**config.mk**
```make
export PLATFORM = sky130hd
export DESIGN_NAME = uart_rx_fsm
export DESIGN_NICKNAME = d
export VERILOG_FILES = /design/src/rtl/uart_rx_fsm.sv
export SDC_FILE = /design/constraint.sdc
export NUM_CORES = 1
export LEC_CHECK = 0
export ABC_AREA = 1
export BUFFER_PORTS_ARGS = -buffer_cell sky130_fd_sc_hd__clkbuf_2
export CORE_MARGIN = 4
export CORE_UTILIZATION = 30
export DETAILED_ROUTE_END_ITERATION = 7
export GPL_TIMING_DRIVEN = 0
export SLEW_MARGIN = 20
export SYNTH_ARGS = -nofsm -noshare
export SYNTH_HDL_FRONTEND = slang
export SYNTH_SLANG_ARGS = --single-unit
```
**constraint.sdc**
```tcl
create_clock -name CLK -period 2.5 [get_ports CLK]
set_input_delay 0.375 -clock CLK [delete_from_list [all_inputs] [get_ports CLK]]
set_output_delay 0.375 -clock CLK [all_outputs]
set_load 0.02 [all_outputs]
```
**src/rtl/uart_rx_fsm.sv**
```systemverilog
// UART receiver: oversampled start detection, 3-sample majority vote per bit,
// LSB-first data shift, optional even/odd parity and stop-bit checking.
module uart_rx_fsm #(
    parameter int unsigned DATA_WIDTH = 8,
    parameter int unsigned PRESCALE   = 8
) (
    input  logic                  CLK,
    input  logic                  RST,
    input  logic                  RX_IN,
    input  logic                  PAR_EN,
    input  logic                  PAR_TYP,
    output logic [DATA_WIDTH-1:0] P_DATA,
    output logic                  data_valid,
    output logic                  par_err,
    output logic                  stp_err,
    output logic                  busy
);

    localparam int unsigned CNT_W = $clog2(PRESCALE);
    localparam int unsigned BIT_W = $clog2(DATA_WIDTH + 1);

    localparam logic [CNT_W-1:0] SMP0     = CNT_W'(PRESCALE / 2 - 1);
    localparam logic [CNT_W-1:0] SMP1     = CNT_W'(PRESCALE / 2);
    localparam logic [CNT_W-1:0] SMP2     = CNT_W'(PRESCALE / 2 + 1);
    localparam logic [CNT_W-1:0] CNT_LAST = CNT_W'(PRESCALE - 1);
    localparam logic [BIT_W-1:0] BIT_LAST = BIT_W'(DATA_WIDTH - 1);

    typedef enum logic [2:0] {
        IDLE   = 3'd0,
        START  = 3'd1,
        DATA   = 3'd2,
        PARITY = 3'd3,
        STOP   = 3'd4
    } state_e;

    state_e                state_q,      state_d;
    logic [CNT_W-1:0]      cnt_q,        cnt_d;
    logic [BIT_W-1:0]      bit_cnt_q,    bit_cnt_d;
    logic [1:0]            samp_q,       samp_d;
    logic                  vote_q,       vote_d;
    logic [DATA_WIDTH-1:0] shift_q,      shift_d;
    logic                  par_en_q,     par_en_d;
    logic                  par_typ_q,    par_typ_d;
    logic                  par_bad_q,    par_bad_d;
    logic [DATA_WIDTH-1:0] p_data_q,     p_data_d;
    logic                  data_valid_q, data_valid_d;
    logic                  par_err_q,    par_err_d;
    logic                  stp_err_q,    stp_err_d;
    logic                  busy_q,       busy_d;

    logic vote_c;
    logic vote_now_c;

    // Majority of the two stored samples and the live line (valid at the third sample point)
    always_comb begin
        vote_c     = (samp_q[0] & samp_q[1]) | (samp_q[0] & RX_IN) | (samp_q[1] & RX_IN);
        vote_now_c = (cnt_q == SMP2) ? vote_c : vote_q;
    end

    // Next-state, sampling, shifting and output pulse generation
    always_comb begin
        state_d      = state_q;
        cnt_d        = cnt_q + CNT_W'(1);
        bit_cnt_d    = bit_cnt_q;
        samp_d       = samp_q;
        vote_d       = vote_q;
        shift_d      = shift_q;
        par_en_d     = par_en_q;
        par_typ_d    = par_typ_q;
        par_bad_d    = par_bad_q;
        p_data_d     = p_data_q;
        data_valid_d = 1'b0;
        par_err_d    = 1'b0;
        stp_err_d    = 1'b0;

        if (cnt_q == SMP0) samp_d[0] = RX_IN;
        if (cnt_q == SMP1) samp_d[1] = RX_IN;
        if (cnt_q == SMP2) vote_d    = vote_c;

        case (state_q)
            IDLE: begin
                cnt_d = '0;
                if (!RX_IN) begin
                    state_d   = START;
                    cnt_d     = CNT_W'(1);
                    bit_cnt_d = '0;
                    par_en_d  = PAR_EN;
                    par_typ_d = PAR_TYP;
                    par_bad_d = 1'b0;
                end
            end
            START: begin
                if (cnt_q == CNT_LAST) begin
                    cnt_d     = '0;
                    bit_cnt_d = '0;
                    state_d   = vote_now_c ? IDLE : DATA;
                end
            end
            DATA: begin
                if (cnt_q == SMP2) shift_d = {vote_c, shift_q[DATA_WIDTH-1:1]};
                if (cnt_q == CNT_LAST) begin
                    cnt_d     = '0;
                    bit_cnt_d = bit_cnt_q + BIT_W'(1);
                    if (bit_cnt_q == BIT_LAST) state_d = par_en_q ? PARITY : STOP;
                end
            end
            PARITY: begin
                if (cnt_q == SMP2) par_bad_d = (vote_c != ((^shift_q) ^ par_typ_q));
                if (cnt_q == CNT_LAST) begin
                    cnt_d   = '0;
                    state_d = STOP;
                end
            end
            STOP: begin
                if (cnt_q == SMP2) begin
                    state_d   = IDLE;
                    cnt_d     = '0;
                    bit_cnt_d = '0;
                    if (vote_c) begin
                        if (par_bad_q) begin
                            par_err_d = 1'b1;
                        end else begin
                            data_valid_d = 1'b1;
                            p_data_d     = shift_q;
                        end
                    end else begin
                        stp_err_d = 1'b1;
                        par_err_d = par_bad_q;
                    end
                end
            end
            default: begin
                state_d = IDLE;
                cnt_d   = '0;
            end
        endcase

        busy_d = (state_d != IDLE);
    end

    // State and output registers with synchronous reset
    always_ff @(posedge CLK) begin
        if (RST) begin
            state_q      <= IDLE;
            cnt_q        <= '0;
            bit_cnt_q    <= '0;
            samp_q       <= '0;
            vote_q       <= 1'b0;
            shift_q      <= '0;
            par_en_q     <= 1'b0;
            par_typ_q    <= 1'b0;
            par_bad_q    <= 1'b0;
            p_data_q     <= '0;
            data_valid_q <= 1'b0;
            par_err_q    <= 1'b0;
            stp_err_q    <= 1'b0;
            busy_q       <= 1'b0;
        end else begin
            state_q      <= state_d;
            cnt_q        <= cnt_d;
            bit_cnt_q    <= bit_cnt_d;
            samp_q       <= samp_d;
            vote_q       <= vote_d;
            shift_q      <= shift_d;
            par_en_q     <= par_en_d;
            par_typ_q    <= par_typ_d;
            par_bad_q    <= par_bad_d;
            p_data_q     <= p_data_d;
            data_valid_q <= data_valid_d;
            par_err_q    <= par_err_d;
            stp_err_q    <= stp_err_d;
            busy_q       <= busy_d;
        end
    end

    assign P_DATA     = p_data_q;
    assign data_valid = data_valid_q;
    assign par_err    = par_err_q;
    assign stp_err    = stp_err_q;
    assign busy       = busy_q;

endmodule

```
### After elaboration in Yosys (flattened, before gate mapping)

Cells that the tools add are included.

* $add $sub $neg: 2
* equality and inequality tests: 15
* multiplexer cells: 26
* bitwise operators: 11
* reduce and logical (&&, ||, !) cells: 13

Operator list (count)
* 2-to-1 mux 3 bit: 9
* 2-to-1 mux 4 bit: 4
* one-hot mux 4 bit (4 select lines): 1
* one-hot mux 3 bit (5 select lines): 1
* == test 3 bit (second input constant): 4
* != test 2 bit (second input constant): 5
* == test 3 x 2 -> 1 bit (second input constant): 3
* one-hot mux 3 bit (3 select lines): 1
* 2-to-1 mux 1 bit: 8
* parity 8 bit: 1
* OR reduction 3 bit: 2
* NOT 1 bit: 5
* AND reduction 5 bit: 1
* adder 4 x 1 -> 4 bit (second input constant): 1
* == test 4 x 3 -> 1 bit (second input constant): 1
* AND reduction 2 bit: 2
* AND reduction 4 bit: 1
* nonzero test 4 bit: 1
* OR reduction 4 bit: 1
* adder 3 x 1 -> 3 bit (second input constant): 1
* AND 1 bit: 3
* == test 3 x 1 -> 1 bit (second input constant): 1
* logical NOT 3 bit: 1
* AND reduction 3 bit: 1
* 7 further kinds: 8

* flip-flop bits (word level): 36
* input bits: 5
* output and inout bits: 12
* word-level logic and storage cells: 82

### Depth between registers and ports, before layout

* depth after elaboration: 8
* gate-level depth with buffers: 11
* mapped depth without buffers: 11

### Worst setup path before layout

OpenSTA, ideal clock, no wires.

* path type: flip-flop to flip-flop
* start point: reg cnt_q[0]
* end point: reg busy_q (netlist: busy)
* setup time: 0.112 ns
* arrival time: 1.267 ns
* required time: 2.388 ns
* slack: 1.121 ns
* cell stages (with the launch flop): 9
* path buffers: 0
* clock period less this slack: 1.379 ns
* path through: dfxtp_1 ha_1 ha_1 nand3b_1 nand2_1 a21oi_1 nand3_1 nand2_1 nand2_1

* cells in the longest elaborated chain, start to end: 6
* elaborated cells between the ends (all ways): 10
* classes of those cells: eq/ne (2); mux (7); reduce/logical (1)

RTL lines
* from (decl): RTL line 37 `logic [CNT_W-1:0] cnt_q, cnt_d;`
* from (signal assigned): RTL line 160 `cnt_q <= cnt_d;`
* == test 3 bit: RTL line 57, 115
* 2-to-1 mux 1 bit
* 2-to-1 mux 2 bit: RTL line 96 `state_d = vote_now_c ? IDLE : DATA;`
* 2-to-1 mux 3 bit: RTL line 93 `if (cnt_q == CNT_LAST) begin`
* one-hot mux 3 bit (5 select lines) *: RTL line 80 `case (state_q)`
* nonzero test 3 bit *: RTL line 138 `busy_d = (state_d != IDLE);`
* to (signal assigned): RTL line 172 `busy_q <= busy_d;`
* to (decl): RTL line 49 `logic busy_q, busy_d;`

Every way passes the cells marked *; elsewhere a longest branch is shown, timed or not.
A chain may end at the register's enable or synchronous reset.

### Worst setup path in the final report

* start point: reg cnt_q[1]
* end point: reg p_data_q[4] (netlist: P_DATA[4])

* cells in the longest elaborated chain, start to end: 2

RTL lines
* == test 3 bit: RTL line 115 `if (cnt_q == SMP2) begin`
* AND reduction 4 bit (no source line)
* to (signal assigned): RTL line 168 `p_data_q <= p_data_d;`
* to (decl): RTL line 45 `logic [DATA_WIDTH-1:0] p_data_q, p_data_d;`

Every way passes these cells.

==> impl_metrics.py <==
metrics = {
    "setup_path": {
        "worstPathBufferInverterCount": 3,
        "critical_path.startpoint_type": "flip-flop",
        "worst-endpoint-required_ps": 2720,
        "cp_data_arrival_time_ps": 1880,
        "critical_path_peak_fanout": 10,
        "cp-end-kind": "flip-flop",
        "crit_slowest_cell": "sky130_fd_sc_hd__dfxtp_1",
        "stage_delay_of_the_slowest_cell_on_the_critical_path_ps": 330,
        "criticalPathCategory": "flip-flop to flip-flop",
        "timing.critical_path.mode_cell": "sky130_fd_sc_hd__inv_1",
        "timing.critical_path.max_delay_family": "simple AND/OR/NAND/NOR gates",
        "timing.critical_path.cells": "inv_1, ha_1, nand2_1, inv_1, nand2_2, nor3_4, buf_6, o21ai_1, a21oi_1",
    },
    "power": {
        "cellPowerDensity_nw_per_um2": 551.7,
        "p_total_w": 0.001106,
        "leakagePower_nw": 0.9145,
        "vdd_ir_drop_max_v": 0.0002897,
    },
    "synthesis": {
        "synth_common_cells": "sky130_fd_sc_hd__nand2_1 (67), sky130_fd_sc_hd__dfxtp_1 (36), sky130_fd_sc_hd__inv_1 (34)",
        "netlist_instances": 247,
        "synth_largest_area_cell": "sky130_fd_sc_hd__dfxtp_1",
        "synth_area_sq_um": 1738,
        "yosys-mux-area-fraction_pct": 0,
        "combinational_family_with_the_most_area_after_synthesis": "simple AND/OR/NAND/NOR gates",
        "yosys.cell_types.count": 26,
        "synth_seq_area_share_pct": 41.47,
        "synth-async-reset-ratio_pct": 0,
        "post_synthesis_xor_xnor_area_fraction_pct": 0,
        "yosys.area_share.adder_pct": 5.040,
        "synth_seq_cells": 36,
        "synth_flop_cell": "sky130_fd_sc_hd__dfxtp_1",
        "synth-warning-count": 0,
        "synth.area.top_cells": "sky130_fd_sc_hd__dfxtp_1 (41%), sky130_fd_sc_hd__nand2_1 (14%), sky130_fd_sc_hd__a21oi_1 (8.4%)",
        "post-synth-top-count-cell": "sky130_fd_sc_hd__nand2_1",
        "synth_compound_area_share_pct": 16.20,
        "netlist.area_leader.share_pct": 41.47,
        "syn_avg_cell_area_sq_um": 7.036,
        "post_synth_and_or_nand_nor_area_fraction_pct": 27.93,
        "number_of_flops_mapped_to_enable_cells_by_yosys": 0,
        "synth_nets": 259,
    },
    "detailed_routing": {
        "dr_total_vias": 1556,
        "detail_route.vias_per_cell": 4.550,
        "drc": 0,
        "routed_len_inst_um": 10.96,
        "drc_violation_total_after_the_first_tritonroute_iteration": 78,
        "detailedRoute.firstPassIterationCount": 4,
        "wl_um": 3747,
        "antenna_left": 0,
    },
    "clock_tree": {
        "cts.repair.resized": 0,
        "h_tree_level_count": 2,
        "tritoncts": "yes",
        "max-clock-path-buffers": 2,
        "cts_made_buffers": 5,
        "holdBufCountCts": 0,
        "clkSlewWorstSetupHoldPaths_ps": 70,
        "clkSinkCount": 36,
        "clk_latency_ps": 290,
        "cts.root.buffer_cell": "sky130_fd_sc_hd__clkbuf_8",
        "cts_post_setup_buffers_inserted": 0,
    },
    "timing": {
        "clock-skew-final_ps": 3.701,
        "max_freq_mhz": 602.3,
        "setup_viol_count_final": 0,
        "tightestPinTransition_ps": 476.3,
        "timing.max_slew.rel_slack_pct": 68.25,
        "period_needed_ps": 1660,
        "slew_viol_final": 0,
        "grt_setup_unrepaired": "no",
        "finalHoldViolCount": 0,
        "period_share_pct": 66.41,
        "fin_tns_setup_ps": 0,
    },
    "die": {
        "design.die.area_sq_um": 7074,
        "core.rowCount": 27,
        "die_x_um": 84.11,
        "die_y_um": 84.11,
        "core_sq_um": 5574,
        "io_pins": 17,
        "initial_core_util_pct": 31.18,
    },
    "placement": {
        "io_buffers": 16,
        "globalplace.congestion": 0.8139,
        "detailedPlacementHpwl_um": 2749,
        "numPlacedInstances": 335,
    },
    "global_routing": {
        "global_route.overflow_total": 0,
        "grt_pass1_wl_um": 6486,
        "number_of_global_route_vias_before_repair": 1487,
        "groute.usage.overall_pct": 11.38,
        "grt_antenna_before_repair": 0,
        "grt_max_degree": 11,
    },
    "finish": {
        "finalCoreUtilization_pct": 35.96,
        "nNetsFinal": 282,
        "final_cells": 342,
        "syn2layout_area_growth_pct": 15.33,
        "drive_above_1_share_pct": 12.96,
        "num_antenna_cells": 0,
    },
    "hold_path": {
        "holdCritPathClass": "input pin to flip-flop",
    },
    "run_status": {
        "outcome": "finished clean",
    },
    "flow_run": {
        "max_cap_viol_count": 0,
    },
}
-- kinds of logic after synthesis --
kind of cell / Yosys count
compound gates: 53
fa+ha+maj: 7
buf+inv: 40
flops: 36
simple gates: 111
-- report_power, final --
| part | switching (W) | internal, W |
|---|---|---|
| Clock | 0.000204 | 0.000245 |
| Sequential | 0.00000400 | 0.000581 |
| Combinational | 0.0000485 | 0.0000226 |
| Total | 0.000257 | 0.000849 |
-- layout by cell type (no fill, tap or decap), drive strengths merged --
master	Yosys	routed
nor3	4	4
a21oi	29	29
clkbuf	3	26
or2	1	1
nand2	69	69
nor2	18	18
o211ai	1	1
ha	7	7
nor3b	1	1
a211oi	1	1
o21ai	21	21
nand3	16	16
a311oi	1	1
nand3b	1	1
inv	35	35
buf	2	2
nor4	1	1
dfxtp	36	36
-- layout make-up --
type / instances / area, sq um
clock buffer: 7 / 96.34
timing repair buffer: 16 / 80.08
buffer: 5 / 31.28
tap: 72 / 90.09
sequential: 36 / 720.7
fill: 589 / 3570
inverter: 35 / 131.4
multi-input combinational: 171 / 854.6
-- worst reg2reg max path: stages, from the launching register on --
cell                      delay (ps)
sky130_fd_sc_hd__dfxtp_1         330
sky130_fd_sc_hd__inv_1            80
sky130_fd_sc_hd__ha_1            160
sky130_fd_sc_hd__nand2_1         140
sky130_fd_sc_hd__inv_1           130
sky130_fd_sc_hd__nand2_2         100
sky130_fd_sc_hd__nor3_4          280
sky130_fd_sc_hd__buf_6           200
sky130_fd_sc_hd__o21ai_1          60
sky130_fd_sc_hd__a21oi_1         110
-- final timing paths --
check | slack, ps | start | to | depth (start not counted)
setup / recovery | 840 | cnt_q[1] | P_DATA[4] | 9
hold / removal | 370 | RST | bit_cnt_q[3] | 4
setup reg to reg | 840 | cnt_q[1] | P_DATA[4] | 9
hold reg to reg | 490 | par_typ_q | par_typ_q | 2
-- flip-flops by register name (all words and copies together) (netlist names) --
name and flops:
par_typ_q 1, bit_cnt_q 4, shift_q 8, stp_err 1
state_q 3, cnt_q 3, par_bad_q 1, samp_q 2
P_DATA 8, data_valid 1, par_en_q 1, vote_q 1
busy 1, par_err 1
-- stage by stage --
step | hold WS (ps) | setup WS [ps] | instance area (sq um)
after floorplan | 444.4 | 1121 | 1738
after global placement | 463.7 | 853.5 | 1908
after detailed placement | 474.5 | 828.1 | 1908
after CTS | 357.0 | 796.6 | 2004
after global routing | 383.1 | 653.3 | 2004
final | 367.5 | 839.6 | 2004
-- metal layers --
layer,wire length [um],track usage (%),share of wire (%),vias up
met5,0,0,0,-
met4,59,4.240,1.6,0
met3,153,4.541,4.1,6
met2,1704,18.58,45,22
met1,1829,13.42,49,685
li1,-,-,-,843
(Power assumes the default switching activity.)
